`config.mk`:
```
export PLATFORM = sky130hd
export DESIGN_NAME = clk_period_meter
export DESIGN_NICKNAME = d
export VERILOG_FILES = /design/src/rtl/clk_period_meter_pkg.sv /design/src/rtl/sync_edge_det.sv /design/src/rtl/clk_period_meter.sv
export SDC_FILE = /design/constraint.sdc
export NUM_CORES = 1
export LEC_CHECK = 0
export ABC_AREA = 1
export CAP_MARGIN = 20
export CORE_ASPECT_RATIO = 0.7
export CORE_UTILIZATION = 50
export DETAILED_ROUTE_END_ITERATION = 6
export GPL_TIMING_DRIVEN = 0
export PLACE_DENSITY = 0.75
export RECOVER_POWER = 50
export SLEW_MARGIN = 20
export SYNTH_ARGS = -nofsm -noshare
export SYNTH_HDL_FRONTEND = slang
export SYNTH_SLANG_ARGS = --single-unit
```
`constraint.sdc`:
```
create_clock -name clk -period 4.5 [get_ports clk]
set_input_delay 0.45 -clock clk [delete_from_list [all_inputs] [get_ports clk]]
set_output_delay 0.45 -clock clk [all_outputs]
set_load 0.005 [all_outputs]
```
`src/rtl/clk_period_meter_pkg.sv`:
```
// -----------------------------------------------------------------------------
// clk_period_meter_pkg
//   Shared definitions for the clock period meter: FSM state encoding,
//   default parameter values and a constant helper for sizing counters.
// -----------------------------------------------------------------------------
package clk_period_meter_pkg;

    // Measurement run FSM states.
    typedef enum logic [1:0] {
        ST_IDLE = 2'd0,  // waiting for start
        ST_ARM  = 2'd1,  // waiting for the reference edge
        ST_MEAS = 2'd2,  // timing consecutive periods
        ST_FIN  = 2'd3   // one-cycle done
    } state_e;

    // Default timeout: one second of the 50 MHz base clock.
    localparam int unsigned DEFAULT_TIMEOUT_CYC = 50_000_000;
    localparam int unsigned DEFAULT_CNT_W       = 32;
    localparam int unsigned DEFAULT_NUM_PERIODS = 4;

    // Width of the completed-period counter; NUM_PERIODS is limited to 1..15.
    localparam int unsigned N_W = 4;

    // Number of bits needed to hold max_val (at least 1).
    function automatic int unsigned bits_for(input longint unsigned max_val);
        int unsigned w;
        w = 1;
        for (int i = 1; i < 64; i++) begin
            if ((max_val >> i) != 0) w = i + 1;
        end
        return w;
    endfunction

endpackage

```
`src/rtl/sync_edge_det.sv`:
```
// -----------------------------------------------------------------------------
// sync_edge_det
//   Two-flop synchroniser for an asynchronous input followed by a registered
//   rising-edge detector. edge_p is a one-cycle pulse appearing three clk
//   cycles after the input rises.
//
// Ports
//   clk          in   system clock, rising edge
//   clk_reset_n  in   asynchronous active-low reset
//   sig_in       in   asynchronous input
//   edge_p       out  one-cycle rising-edge pulse in the clk domain
// -----------------------------------------------------------------------------
module sync_edge_det (
    input  logic clk,
    input  logic clk_reset_n,
    input  logic sig_in,
    output logic edge_p
);

    // [0],[1]: synchroniser stages; [2]: previous synchronised value.
    logic [2:0] sync_q;
    logic       edge_q;

    // NOTE: clocked state always uses non-blocking assignments so every
    // flop samples the pre-edge value of its neighbour, as the hardware does.
    always_ff @(posedge clk or negedge clk_reset_n) begin
        if (!clk_reset_n) begin
            sync_q <= '0;
            edge_q <= 1'b0;
        end else begin
            sync_q <= {sync_q[1:0], sig_in};
            edge_q <= sync_q[1] & ~sync_q[2];
        end
    end

    assign edge_p = edge_q;

endmodule

```
`src/rtl/clk_period_meter.sv`:
```
// -----------------------------------------------------------------------------
// clk_period_meter
//   Measures NUM_PERIODS consecutive rising-edge-to-rising-edge periods of a
//   slow, asynchronous signal in clk cycles and reports their saturating sum,
//   minimum and maximum. A run aborts with timeout if no rising edge arrives
//   within TIMEOUT_CYC cycles.
//
// Ports
//   clk          in   system clock, rising edge
//   clk_reset_n  in   asynchronous active-low reset
//   sig_in       in   measured signal, asynchronous to clk
//   start        in   one-cycle pulse; arms a run when not busy
//   busy         out  high from the cycle after an accepted start until done
//   done         out  one-cycle pulse at the end of a run
//   timeout      out  run ended by timeout; held until the next accepted start
//   period_sum   out  saturating sum of completed periods; held
//   period_min   out  smallest completed period (all-ones if none); held
//   period_max   out  largest completed period (zero if none); held
// -----------------------------------------------------------------------------
module clk_period_meter
    import clk_period_meter_pkg::*;
#(
    parameter int unsigned CNT_W       = DEFAULT_CNT_W,
    parameter int unsigned NUM_PERIODS = DEFAULT_NUM_PERIODS,
    parameter int unsigned TIMEOUT_CYC = DEFAULT_TIMEOUT_CYC
) (
    input  logic             clk,
    input  logic             clk_reset_n,
    input  logic             sig_in,
    input  logic             start,
    output logic             busy,
    output logic             done,
    output logic             timeout,
    output logic [CNT_W-1:0] period_sum,
    output logic [CNT_W-1:0] period_min,
    output logic [CNT_W-1:0] period_max
);

    // The timeout timer is sized from TIMEOUT_CYC rather than CNT_W so that a
    // narrow result width never weakens the timeout.
    localparam int unsigned          TMO_W    = bits_for(longint'(TIMEOUT_CYC) - 1);
    localparam logic [TMO_W-1:0]     TMO_LAST = TMO_W'(TIMEOUT_CYC - 1);
    localparam logic [N_W-1:0]       N_LAST   = N_W'(NUM_PERIODS - 1);
    localparam logic [CNT_W-1:0]     CNT_MAX  = '1;

    state_e           state_q, state_d;
    logic             edge_p;

    logic [CNT_W-1:0] per_cnt_q;   // cycles since the last edge, minus one
    logic [TMO_W-1:0] tmo_cnt_q;   // cycles without an edge, minus one
    logic [N_W-1:0]   n_q;         // completed periods this run
    logic [CNT_W-1:0] sum_q, min_q, max_q;
    logic             timeout_q;

    logic             accept;      // start accepted this cycle
    logic             take;        // a period completes this cycle
    logic             abort;       // run ends by timeout this cycle
    logic             counting;
    logic             tmo_hit;
    logic [CNT_W-1:0] period_val;
    logic [CNT_W:0]   sum_wide;
    logic [CNT_W-1:0] sum_next;

    // -------------------------------------------------------------------------
    // Input path
    // -------------------------------------------------------------------------
    sync_edge_det u_sync_edge_det (
        .clk         (clk),
        .clk_reset_n (clk_reset_n),
        .sig_in      (sig_in),
        .edge_p      (edge_p)
    );

    // -------------------------------------------------------------------------
    // Datapath helpers
    // -------------------------------------------------------------------------
    assign counting = (state_q == ST_ARM) || (state_q == ST_MEAS);
    assign tmo_hit  = (tmo_cnt_q == TMO_LAST);

    // per_cnt holds (cycles since edge - 1); the period is one more, except
    // when the counter has saturated, where the period is clamped instead.
    assign period_val = (per_cnt_q == CNT_MAX) ? CNT_MAX : per_cnt_q + CNT_W'(1);

    assign sum_wide = {1'b0, sum_q} + {1'b0, period_val};
    assign sum_next = sum_wide[CNT_W] ? CNT_MAX : sum_wide[CNT_W-1:0];

    // -------------------------------------------------------------------------
    // FSM
    // -------------------------------------------------------------------------
    always_ff @(posedge clk or negedge clk_reset_n) begin
        if (!clk_reset_n) state_q <= ST_IDLE;
        else              state_q <= state_d;
    end

    // NOTE: every output of this block gets a default before the case, so
    // no path leaves a signal unassigned and no latch is inferred.
    always_comb begin
        state_d = state_q;
        accept  = 1'b0;
        take    = 1'b0;
        abort   = 1'b0;
        case (state_q)
            ST_IDLE: begin
                if (start) begin
                    state_d = ST_ARM;
                    accept  = 1'b1;
                end
            end
            ST_ARM: begin
                // An edge arriving on the last allowed cycle still counts.
                if (edge_p) begin
                    state_d = ST_MEAS;
                end else if (tmo_hit) begin
                    state_d = ST_FIN;
                    abort   = 1'b1;
                end
            end
            ST_MEAS: begin
                if (edge_p) begin
                    take = 1'b1;
                    if (n_q == N_LAST) state_d = ST_FIN;
                end else if (tmo_hit) begin
                    state_d = ST_FIN;
                    abort   = 1'b1;
                end
            end
            ST_FIN: begin
                // A start coinciding with done begins the next run directly.
                if (start) begin
                    state_d = ST_ARM;
                    accept  = 1'b1;
                end else begin
                    state_d = ST_IDLE;
                end
            end
            default: state_d = ST_IDLE;
        endcase
    end

    // -------------------------------------------------------------------------
    // Period and timeout counters
    // -------------------------------------------------------------------------
    always_ff @(posedge clk or negedge clk_reset_n) begin
        if (!clk_reset_n) begin
            per_cnt_q <= '0;
            tmo_cnt_q <= '0;
        end else if (accept) begin
            per_cnt_q <= '0;
            tmo_cnt_q <= '0;
        end else if (counting) begin
            if (edge_p) begin
                per_cnt_q <= '0;
                tmo_cnt_q <= '0;
            end else begin
                if (per_cnt_q != CNT_MAX) per_cnt_q <= per_cnt_q + CNT_W'(1);
                if (!tmo_hit)             tmo_cnt_q <= tmo_cnt_q + TMO_W'(1);
            end
        end
    end

    // -------------------------------------------------------------------------
    // Results
    // -------------------------------------------------------------------------
    always_ff @(posedge clk or negedge clk_reset_n) begin
        if (!clk_reset_n) begin
            n_q       <= '0;
            sum_q     <= '0;
            min_q     <= CNT_MAX;
            max_q     <= '0;
            timeout_q <= 1'b0;
        end else if (accept) begin
            n_q       <= '0;
            sum_q     <= '0;
            min_q     <= CNT_MAX;
            max_q     <= '0;
            timeout_q <= 1'b0;
        end else begin
            if (take) begin
                n_q   <= n_q + N_W'(1);
                sum_q <= sum_next;
                // Strict comparisons: an equal period leaves the value alone.
                if (period_val < min_q) min_q <= period_val;
                if (period_val > max_q) max_q <= period_val;
            end
            if (abort) timeout_q <= 1'b1;
        end
    end

    // -------------------------------------------------------------------------
    // Outputs
    // -------------------------------------------------------------------------
    assign busy       = counting;
    assign done       = (state_q == ST_FIN);
    assign timeout    = timeout_q;
    assign period_sum = sum_q;
    assign period_min = min_q;
    assign period_max = max_q;

endmodule

```
Word level (Yosys, flattened, before mapping)
Index checks and enable logic that the tools add are counted.

storage, ports and cells
  RAM bits = 0
  register bits after elaboration = 165
  memories kept = 0
  logic and storage cells = 79
  output and inout bits = 99
  bits in latches = 0
  ROM bits = 0

operators by class
  div/mod/pow operators = 0
  reduce and logical (&&, ||, !) cells = 15
  shift-type cells = 0
  magnitude comparators = 2
  add/sub/neg operators = 4
  multiplexer cells = 36
  multiply operators = 0
  equality and inequality tests = 10
  bitwise logic cells = 2

operators with widths
  cell                   count
  $mux 32                14
  $mux 26                4
  $add 32x32->33         1
  $add 32x1->32 const B  1
  $eq 32x32->1 const B   1
  $gt 32x32->1           1
  $lt 32x32->1           1
  $ne 32x32->1 const B   1
  $add 26x1->26 const B  1
  $eq 26x26->1 const B   1
  $mux 1                 10
  $mux 2                 5
  $reduce_and 2->1       5
  $reduce_bool 2->1      5
  $mux 4                 2
  $pmux 2 s4             1
  $add 4x1->4 const B    1
  $eq 2x2->1 const B     2
  $eq 4x2->1 const B     1
  $reduce_or 2->1        2
  $ne 3x2->1 const B     1
  $ne 3x3->1 const B     1
  $reduce_bool 3->1      1
  $eq 2x1->1 const B     1
  5 further kinds        5

Logic depth before layout (Yosys ltp)
Gate-level depths: netlist (run 1).

  word-level depth = 6
  mapped depth = 24

By module
From an unflattened synthesis (run 1), not the netlist that was laid out.

unflattened totals
  cell total of the unflattened synthesis = 1,593
  area total of the unflattened synthesis = 11,688.7 um^2

modules (own cells, without submodules)
  module            cells each  sequential area each (um^2)  area each (um^2)  times used
  clk_period_meter  1,587       4,068.9                      11,578.6          1
  sync_edge_det     6           100.1                        110.1             1

Worst setup path after synthesis (run 1)
No wires, ideal clock.

  path kind = register to register
  from = register per_cnt_q[0]
  to = register max_q[17], in the netlist period_max[17]
  library setup time = 0.076 ns
  cell stages (with the launch flop) = 24
  slack = 0.917 ns
  arrival = 3.507 ns
  path buffers = 2
  period minus slack after synthesis = 3.583 ns
  data required time = 4.424 ns
  cell sequence = dfrtp_1 -> ha_1 -> nand2_1 -> nor2_2 -> nand2_1 -> nor2_2 -> nand3b_1 -> nor2_2 -> nand2_1 -> nor4_2 -> xor2_1 -> nand2_1 -> ha_1 -> nand2_1 -> nor4_1 -> nand3_1 -> nor4_1 -> o21ai_1 -> nand2_1 -> and2_1 -> buf_2 -> buf_6 -> nand3_1 -> o21ai_1

between the ends
  cells in the longest elaborated chain, start to end = 5
  elaborated cells on any way between the ends = 9
  classes of those cells = 1 x add/sub; 1 x order compare; 1 x eq/ne; 4 x mux; 2 x reduce/logical

ends and longest elaborated chain
  what                                                                  RTL line                 text
  start, declared                                                       clk_period_meter.sv:49   logic [CNT_W-1:0] per_cnt_q;
  start signal, assigned                                                clk_period_meter.sv:155  if (per_cnt_q != CNT_MAX) per_cnt_q <= per_cnt_q + CNT_W'(1);
  $add 32x1->32 / $eq 32x32->1 (equally long branches)                  clk_period_meter.sv:82   assign period_val = (per_cnt_q == CNT_MAX) ? CNT_MAX : per_cnt_q + CNT_W'(1);
  $mux 32 (*)                                                           clk_period_meter.sv:82
  $gt 32x32->1 / $mux 32 (equally long branches)                        clk_period_meter.sv:183  if (period_val > max_q) max_q <= period_val;
  $reduce_bool 2->1 (no source line) / $mux 32 (equally long branches)  -
  $reduce_and 2->1 (no source line) / $mux 32 (equally long branches)   -
  end signal, assigned                                                  clk_period_meter.sv:183
  end, declared                                                         clk_period_meter.sv:52   logic [CNT_W-1:0] sum_q, min_q, max_q;

Every way passes the cells marked *; elsewhere a longest branch is shown, timed or not. The select of a mux whose other input is x is not followed.
A chain may end at the register's enable or synchronous reset.

Worst setup path in the final report (run 1)
  from = register per_cnt_q[0]
  to = register sum_q[27], in the netlist period_sum[27]

between the ends
  cells in the longest elaborated chain, start to end = 6
  elaborated cells on any way between the ends = 7
  classes of those cells = 2 x add/sub; 1 x eq/ne; 4 x mux

ends and longest elaborated chain
  what                                                  RTL line                 text
  $add 32x1->32 / $eq 32x32->1 (equally long branches)  clk_period_meter.sv:82
  $mux 32 (*)                                           clk_period_meter.sv:82
  $add 32x32->33 (*)                                    clk_period_meter.sv:84   assign sum_wide = {1'b0, sum_q} + {1'b0, period_val};
  $mux 32 (*)                                           clk_period_meter.sv:85   assign sum_next = sum_wide[CNT_W] ? CNT_MAX : sum_wide[CNT_W-1:0];
  $mux 32 (*)                                           clk_period_meter.sv:178  if (take) begin
  $mux 32 (*)                                           clk_period_meter.sv:171  end else if (accept) begin
  end signal, assigned                                  clk_period_meter.sv:180  sum_q <= sum_next;
  end, declared                                         clk_period_meter.sv:52

Marked as above.

==> results of run 1 <==
-- path summary, 6_finish.rpt --
kind / from / endpoint / slack (ns) / cells past startpoint
min reg2reg: u_sync_edge_det.sync_q[0] / u_sync_edge_det.sync_q[1] / 0.35 / 0
min in group asynchronous: clk_reset_n / u_sync_edge_det.sync_q[0] / 0.59 / 1
max: per_cnt_q[0] / period_sum[27] / 0.24 / 21
min: u_sync_edge_det.sync_q[0] / u_sync_edge_det.sync_q[1] / 0.35 / 0
max in group asynchronous: clk_reset_n / period_sum[28] / 0.97 / 2
max reg2reg: per_cnt_q[0] / period_sum[27] / 0.24 / 21
-- kinds of logic (layout without fill, tap and decap cells) --
family                     Yosys count  count (layout)
and+or+nand+nor                    752             752
AOI/OAI and AO/OA                  251             251
buffers and inverters              221             364
DFF                                165             165
adders and majority gates          103             103
xor gates and xnor gates            45              45
-- critical path: stages, from the launching register on --
cell      delay [ns]
dfrtp_2         0.43
ha_1            0.21
nand2_1         0.11
nor2_4          0.13
nand2_1         0.10
nor2_2          0.14
nand3b_1        0.21
nor2_4          0.21
nand2_1         0.11
nor4_2          0.17
xor2_1          0.30
nand2_2         0.15
buf_4           0.18
ha_1            0.35
nand4_1         0.15
nor3_1          0.10
a221o_1         0.38
a21oi_4         0.20
buf_6           0.20
nand2_1         0.07
o21ai_1         0.17
nand2_1         0.07
-- cell usage after synthesis (all sizes together), types with 15 or more instances --
library cell | number | area, um2
o22ai | 15 | 93.8
nand2 | 406 | 1580
buf | 26 | 174
dfstp | 32 | 841
nor2 | 121 | 482
xor2 | 33 | 289
a21oi | 97 | 493
o21ai | 100 | 504
nor3 | 30 | 176
inv | 176 | 661
nand3 | 151 | 761
dfrtp | 133 | 3330
clkbuf | 19 | 71.3
nand4 | 18 | 113
ha | 102 | 1280
-- layout make-up --
class                      count  area share
inverter                     176      0.0483
sequential                   165       0.305
clock inverter                14      0.0145
tap                          305      0.0279
buffer                        45      0.0196
multi-input combinational   1151       0.474
timing repair buffer         111      0.0790
clock buffer                  18      0.0321
-- layer usage --
| layer | up-vias | part of all wire |
|---|---|---|
| li1 | 5386 | - |
| met1 | 5115 | 0.48 |
| met2 | 525 | 0.40 |
| met3 | 30 | 0.11 |
| met4 | 0 | 0.010 |
| met5 | - | 0 |
-- cells in the final DEF, fill, tap and decap left out, drive strengths merged, types with 2 or more instances in the layout --
cell           Yosys  routed
nand4             18      18
dfstp             32      32
clkdlybuf4s50      0      58
a21o               6       6
inv              176     179
a22o               2       2
dlygate4sd3        0      43
a2bb2oi            2       2
and3               2       2
clkbuf            19      41
o21a               7       7
or2                7       7
o21bai             3       3
o211ai             4       4
nor3              30      30
a211oi             4       4
buf               26      32
clkinvlp           0       4
clkinv             0       3
nand3            151     151
ha               102     102
a21boi             2       2
dfrtp            133     133
xor2              33      33
nor4               9       9
nor2             121     121
a31oi              2       2
bufinv             0       4
nand3b             3       3
o21ai            100     100
nand2            406     406
and2               2       2
xnor2             12      12
o22ai             15      15
a21oi             97      97
-- state kept, by name (all words and copies together), names as in the netlist --
register	cells
n_q	4
state_q	2
period_max	32
u_sync_edge_det.edge_p	1
period_sum	32
per_cnt_q	32
timeout	1
period_min	32
tmo_cnt_q	26
u_sync_edge_det.sync_q	3
-- stage by stage --
step / cells / TNS [ns]
2_1_floorplan: 1537 / 0
3_3_place_gp: 1944 / -587.89
3_5_place_dp: 1945 / -9.43
4_1_cts: 1977 / 0
5_1_grt: 1985 / -0.0843
6_report: 1985 / 0
-- power breakdown --
part / leakage, nW / internal, mW / switching, mW
clock network: 0.300 / 0.950 / 0.668
registers: 2.17 / 1.75 / 0.191
logic: 4.48 / 0.854 / 1.41
total: 6.95 / 3.55 / 2.27
-- repair_timing --
item                                    4_1_cts  5_1_grt
hold buffers                                  0        0
gates resized for setup                      11       24
pin swaps                                     0        9
buffers inserted                              0        8
endpoints found under the setup margin       33       82
==> results.yml, run 1 <==
status:
  status: "complete, but fails checks"
  failed_checks: "capacitance limit, slew limit"
clocking:
  clk_latency_ns: 0.44
  cts_buffers: 17
  clockBufferDepth: 2
  h-tree-depth: 4
  clkSlewWorstSetupHoldPaths_ns: 0.07
  cts_tree: "yes"
  root_buffer: "clkbuf_16"
  clock-sinks: 165
place:
  dp_slack_ns: -0.322
  dpl.hpwl_um: 26400
  dpl_cell_area_um2: 12900
  port_buffers: 102
  gp_congestion: 0.971
route:
  drc: 0
  postRouteAntennaNets: 0
  vias_per_cell: 5.57
  num_vias: 11056
  wl_per_cell_um: 17.3
  wirelength_um: 34300
  initialDrtViolationCount: 1204
  dr.pass1.iters: 6
logic_synthesis:
  ys_ff_latch: 165
  synth-compound-area-share: 0.122
  synth-adder-area-share: 0.113
  synthFlopType: "dfrtp_1"
  yosysSeqAreaShare: 0.364
  synth_area_um2: 11500
  ys_async_sr_fraction: 1.00
  synth_top_family_by_area: "simple AND/OR/NAND/NOR gates"
  synth_edf_count: 0
  synth-simple-area-share: 0.288
  syn_area_per_cell_um2: 7.46
  synth_xor_area_frac: 0.0344
  syn_inst: 1537
  synth_nets: 1644
  ys_warn_count: 0
  synth_cell_type_count: 58
  synthMuxAreaShare: 0
timing:
  drv_slew: 168
  slew_headroom: -0.409
  setup_slack_ns: 0.236
  setup_viol: 0
  worst_pin_slew_ns: 2.11
  hold_viol_final: 0
  skew_ns: 0.00843
  finalWorstPathRequiredPeriod_ns: 4.26
  holdWs_ns: 0.354
  post-route-period-util: 0.948
  max_freq_ghz: 0.235
finish:
  drive_gt1_frac: 0.0935
  diodes: 0
  final_util: 0.620
  nFillCells: 1968
  multi_input_area_um2: 6480
  register_area_um2: 4170
  fin_nets: 1774
  area_growth_pct: 19.3
  fin_area_um2: 13700
global_route:
  antenna_found_initial: 0
  grt_use_met2: 0.420
  overflow: 0
  grt_max_degree: 85
  grt_pass1_wl_um: 54300
  track_usage: 0.301
  grt_use_met3: 0.0931
  grt_pass1_vias: 10218
  grt-busiest-layer: "met1"
  gr-usage-met1: 0.450
floorplanning:
  die_area_um2: 23600
  die-width_um: 183
  rows: 45
  fp.coreArea_um2: 22100
  start_util: 0.520
  die_height_um: 129
  ios: 103
power_and_ir_drop:
  ir_drop_uv: 302
  p_leak_nw: 6.95
  total_power_mw: 5.82
  power.density_nw_per_um2: 425
flow_run:
  maxCapViolCount: 2
critical_path:
  worstSetupPathType: "flop to flop"
  start_kind: "flop"
  critPathMaxFanout: 10
  worstPathArrival_ns: 4.59
  crit_required_ns: 4.82
  end_kind: "flop"
min_path:
  holdCritPathClass: "flop to flop"
(Power assumes the default switching activity.)
==> inputs of run 2 (changes only) <==
Settings changed: CORE_ASPECT_RATIO 0.7 to default.
==> run 2 against run 1 <==
Against the previous run:
- the run ends with DRC, capacitance limit, slew limit left
- cell area down 0.86%
- fmax up 1.3%
- register-to-register slack better by 0.06 ns
- highest routed layer unchanged
- largest cell class unchanged
- wire length down 3.6%
- power down 2.0%
- worst hold slack better by 0.0071 ns
- critical path type unchanged
- non-clock buffer count down 4
- cell count down 1.2%
==> results.yml, run 2 (synthesis gave the netlist of run 1 again) <==
status:
  failed_checks: "DRC, capacitance limit, slew limit"
  status: "complete, but fails checks"
floorplanning:
  fp.coreArea_um2: 22600
  rows: 55
  start_util: 0.508
  die_height_um: 153
  ios: 103
  die_area_um2: 23500
  die-width_um: 153
clocking:
  cts_buffers: 17
  clk_latency_ns: 0.44
  h-tree-depth: 4
  clock-sinks: 165
  clkSlewWorstSetupHoldPaths_ns: 0.07
  root_buffer: "clkbuf_16"
  clockBufferDepth: 2
  cts_tree: "yes"
place:
  port_buffers: 102
  dp_cells: 1925
  dp_slack_ns: -0.000999
  dpl.hpwl_um: 25600
  dpl_cell_area_um2: 12900
  gp_congestion: 0.920
finish:
  fin_area_um2: 13600
  final_cell_mix: "395 x nand2_1, 168 x inv_1, 148 x nand3_1, 132 x dfrtp_1, 113 x nor2_1"
  area_growth_pct: 18.3
  drive_gt1_frac: 0.0841
  nFillCells: 2033
  diodes: 0
  fin_nets: 1770
  instances_no_fill: 1961
  final_common_cell: "nand2_1"
timing:
  skew_ns: 0.0123
  slew_headroom: -1.02
  drv_slew: 70
  finalWorstPathRequiredPeriod_ns: 4.21
  holdWs_ns: 0.361
  post-route-period-util: 0.935
  hold_viol_final: 0
  setup_viol: 0
  worst_pin_slew_ns: 3.03
  setup_slack_ns: 0.292
  max_freq_ghz: 0.238
route:
  drc: 1
  initialDrtViolationCount: 702
  num_vias: 10917
  wirelength_um: 33100
  wl_per_cell_um: 16.9
  dr.pass1.iters: 7
  postRouteAntennaNets: 0
  vias_per_cell: 5.57
global_route:
  grt_pass1_wl_um: 52900
  grt_max_degree: 98
  grt_pass1_vias: 10405
  overflow: 0
  track_usage: 0.286
  antenna_found_initial: 0
critical_path:
  r2r_cells: 21
  end_kind: "flop"
  worstPathArrival_ns: 4.54
  worstSetupPathType: "flop to flop"
  start_kind: "flop"
  crit_required_ns: 4.83
  critPathMaxFanout: 4
min_path:
  holdCritPathClass: "flop to flop"
  whs_path_depth: 0
flow_run:
  maxCapViolCount: 1
power_and_ir_drop:
  p_leak_nw: 6.92
  power.density_nw_per_um2: 420
  ir_drop_uv: 254
## run 2: metal layers
metal	GRT usage	wire length [um]	vias up
met5	0	0	-
met4	0.108	881	0
met3	0.0445	1670	54
met2	0.480	15800	315
met1	0.373	14700	5183
li1	-	-	5365
## run 2: what timing repair did
item | 4_1_cts | 5_1_grt
hold buffers | 1 | 0
endpoints found under the setup margin | 30 | 96
pin swaps | 0 | 2
endpoints found under the hold margin | 14 | 0
resized for setup | 1 | 14
buffers inserted | 0 | 3
## run 2: worst max-delay path: stages, from the launching register on
cell      delay [ns]
dfrtp_2         0.43
ha_1            0.20
nand2_1         0.10
nor2_2          0.14
nand2_1         0.10
nor2_2          0.14
nand3b_1        0.18
nor3_1          0.25
xor2_1          0.32
nand2_1         0.31
ha_1            0.45
nand2_1         0.12
inv_1           0.07
nand2_1         0.10
nor3_1          0.26
inv_1           0.07
o211ai_1        0.33
nand3_1         0.20
nand3_1         0.11
nand2_1         0.05
o21ai_1         0.12
nand2_1         0.06
## run 2: per-stage QoR
| stage | TNS, ns | util | power (mW) |
|---|---|---|---|
| 2_1_floorplan | 0 | - | 3.29 |
| 3_3_place_gp | -571.20 | 0.569 | 4.05 |
| 3_5_place_dp | -0.000999 | 0.571 | 4.10 |
| 4_1_cts | 0 | 0.599 | 5.70 |
| 5_1_grt | -0.0115 | 0.601 | 6.03 |
| 6_report | 0 | 0.601 | 5.70 |
## run 2: path summary, 6_finish.rpt
kind                                                 from                         to  slack, ns
worst max-delay path                         per_cnt_q[0]             period_sum[25]       0.29
worst min-delay path            u_sync_edge_det.sync_q[0]  u_sync_edge_det.sync_q[1]       0.36
worst max register to register               per_cnt_q[0]             period_sum[25]       0.29
worst min register to register  u_sync_edge_det.sync_q[0]  u_sync_edge_det.sync_q[1]       0.36
max in group asynchronous                     clk_reset_n               per_cnt_q[0]       0.75
min in group asynchronous                     clk_reset_n              tmo_cnt_q[23]       1.65
## run 2: layout make-up
| class | count | area [um2] | area share |
|---|---|---|---|
| Timing Repair Buffer | 107 | 1070 | 0.0787 |
| Clock inverter | 15 | 206 | 0.0152 |
| Buffer | 45 | 250 | 0.0184 |
| Inverter | 176 | 661 | 0.0487 |
| Clock buffer | 17 | 425 | 0.0314 |
| Tap cell | 285 | 357 | 0.0263 |
| Sequential cell | 165 | 4170 | 0.307 |
| Multi-Input combinational cell | 1151 | 6430 | 0.474 |
## run 2: power by group
| group | internal [mW] | leakage, nW | switching, mW |
|---|---|---|---|
| sequential | 1.75 | 2.17 | 0.169 |
| clock | 0.902 | 0.307 | 0.710 |
| combinational | 0.832 | 4.44 | 1.34 |
| total | 3.48 | 6.92 | 2.22 |
==> inputs of run 3 (changes only) <==
Settings changed: TNS_END_PERCENT from default to 5.
==> results of run 3 <==
Same layout as run 2: the final DEF is identical, and so are final timing and power.
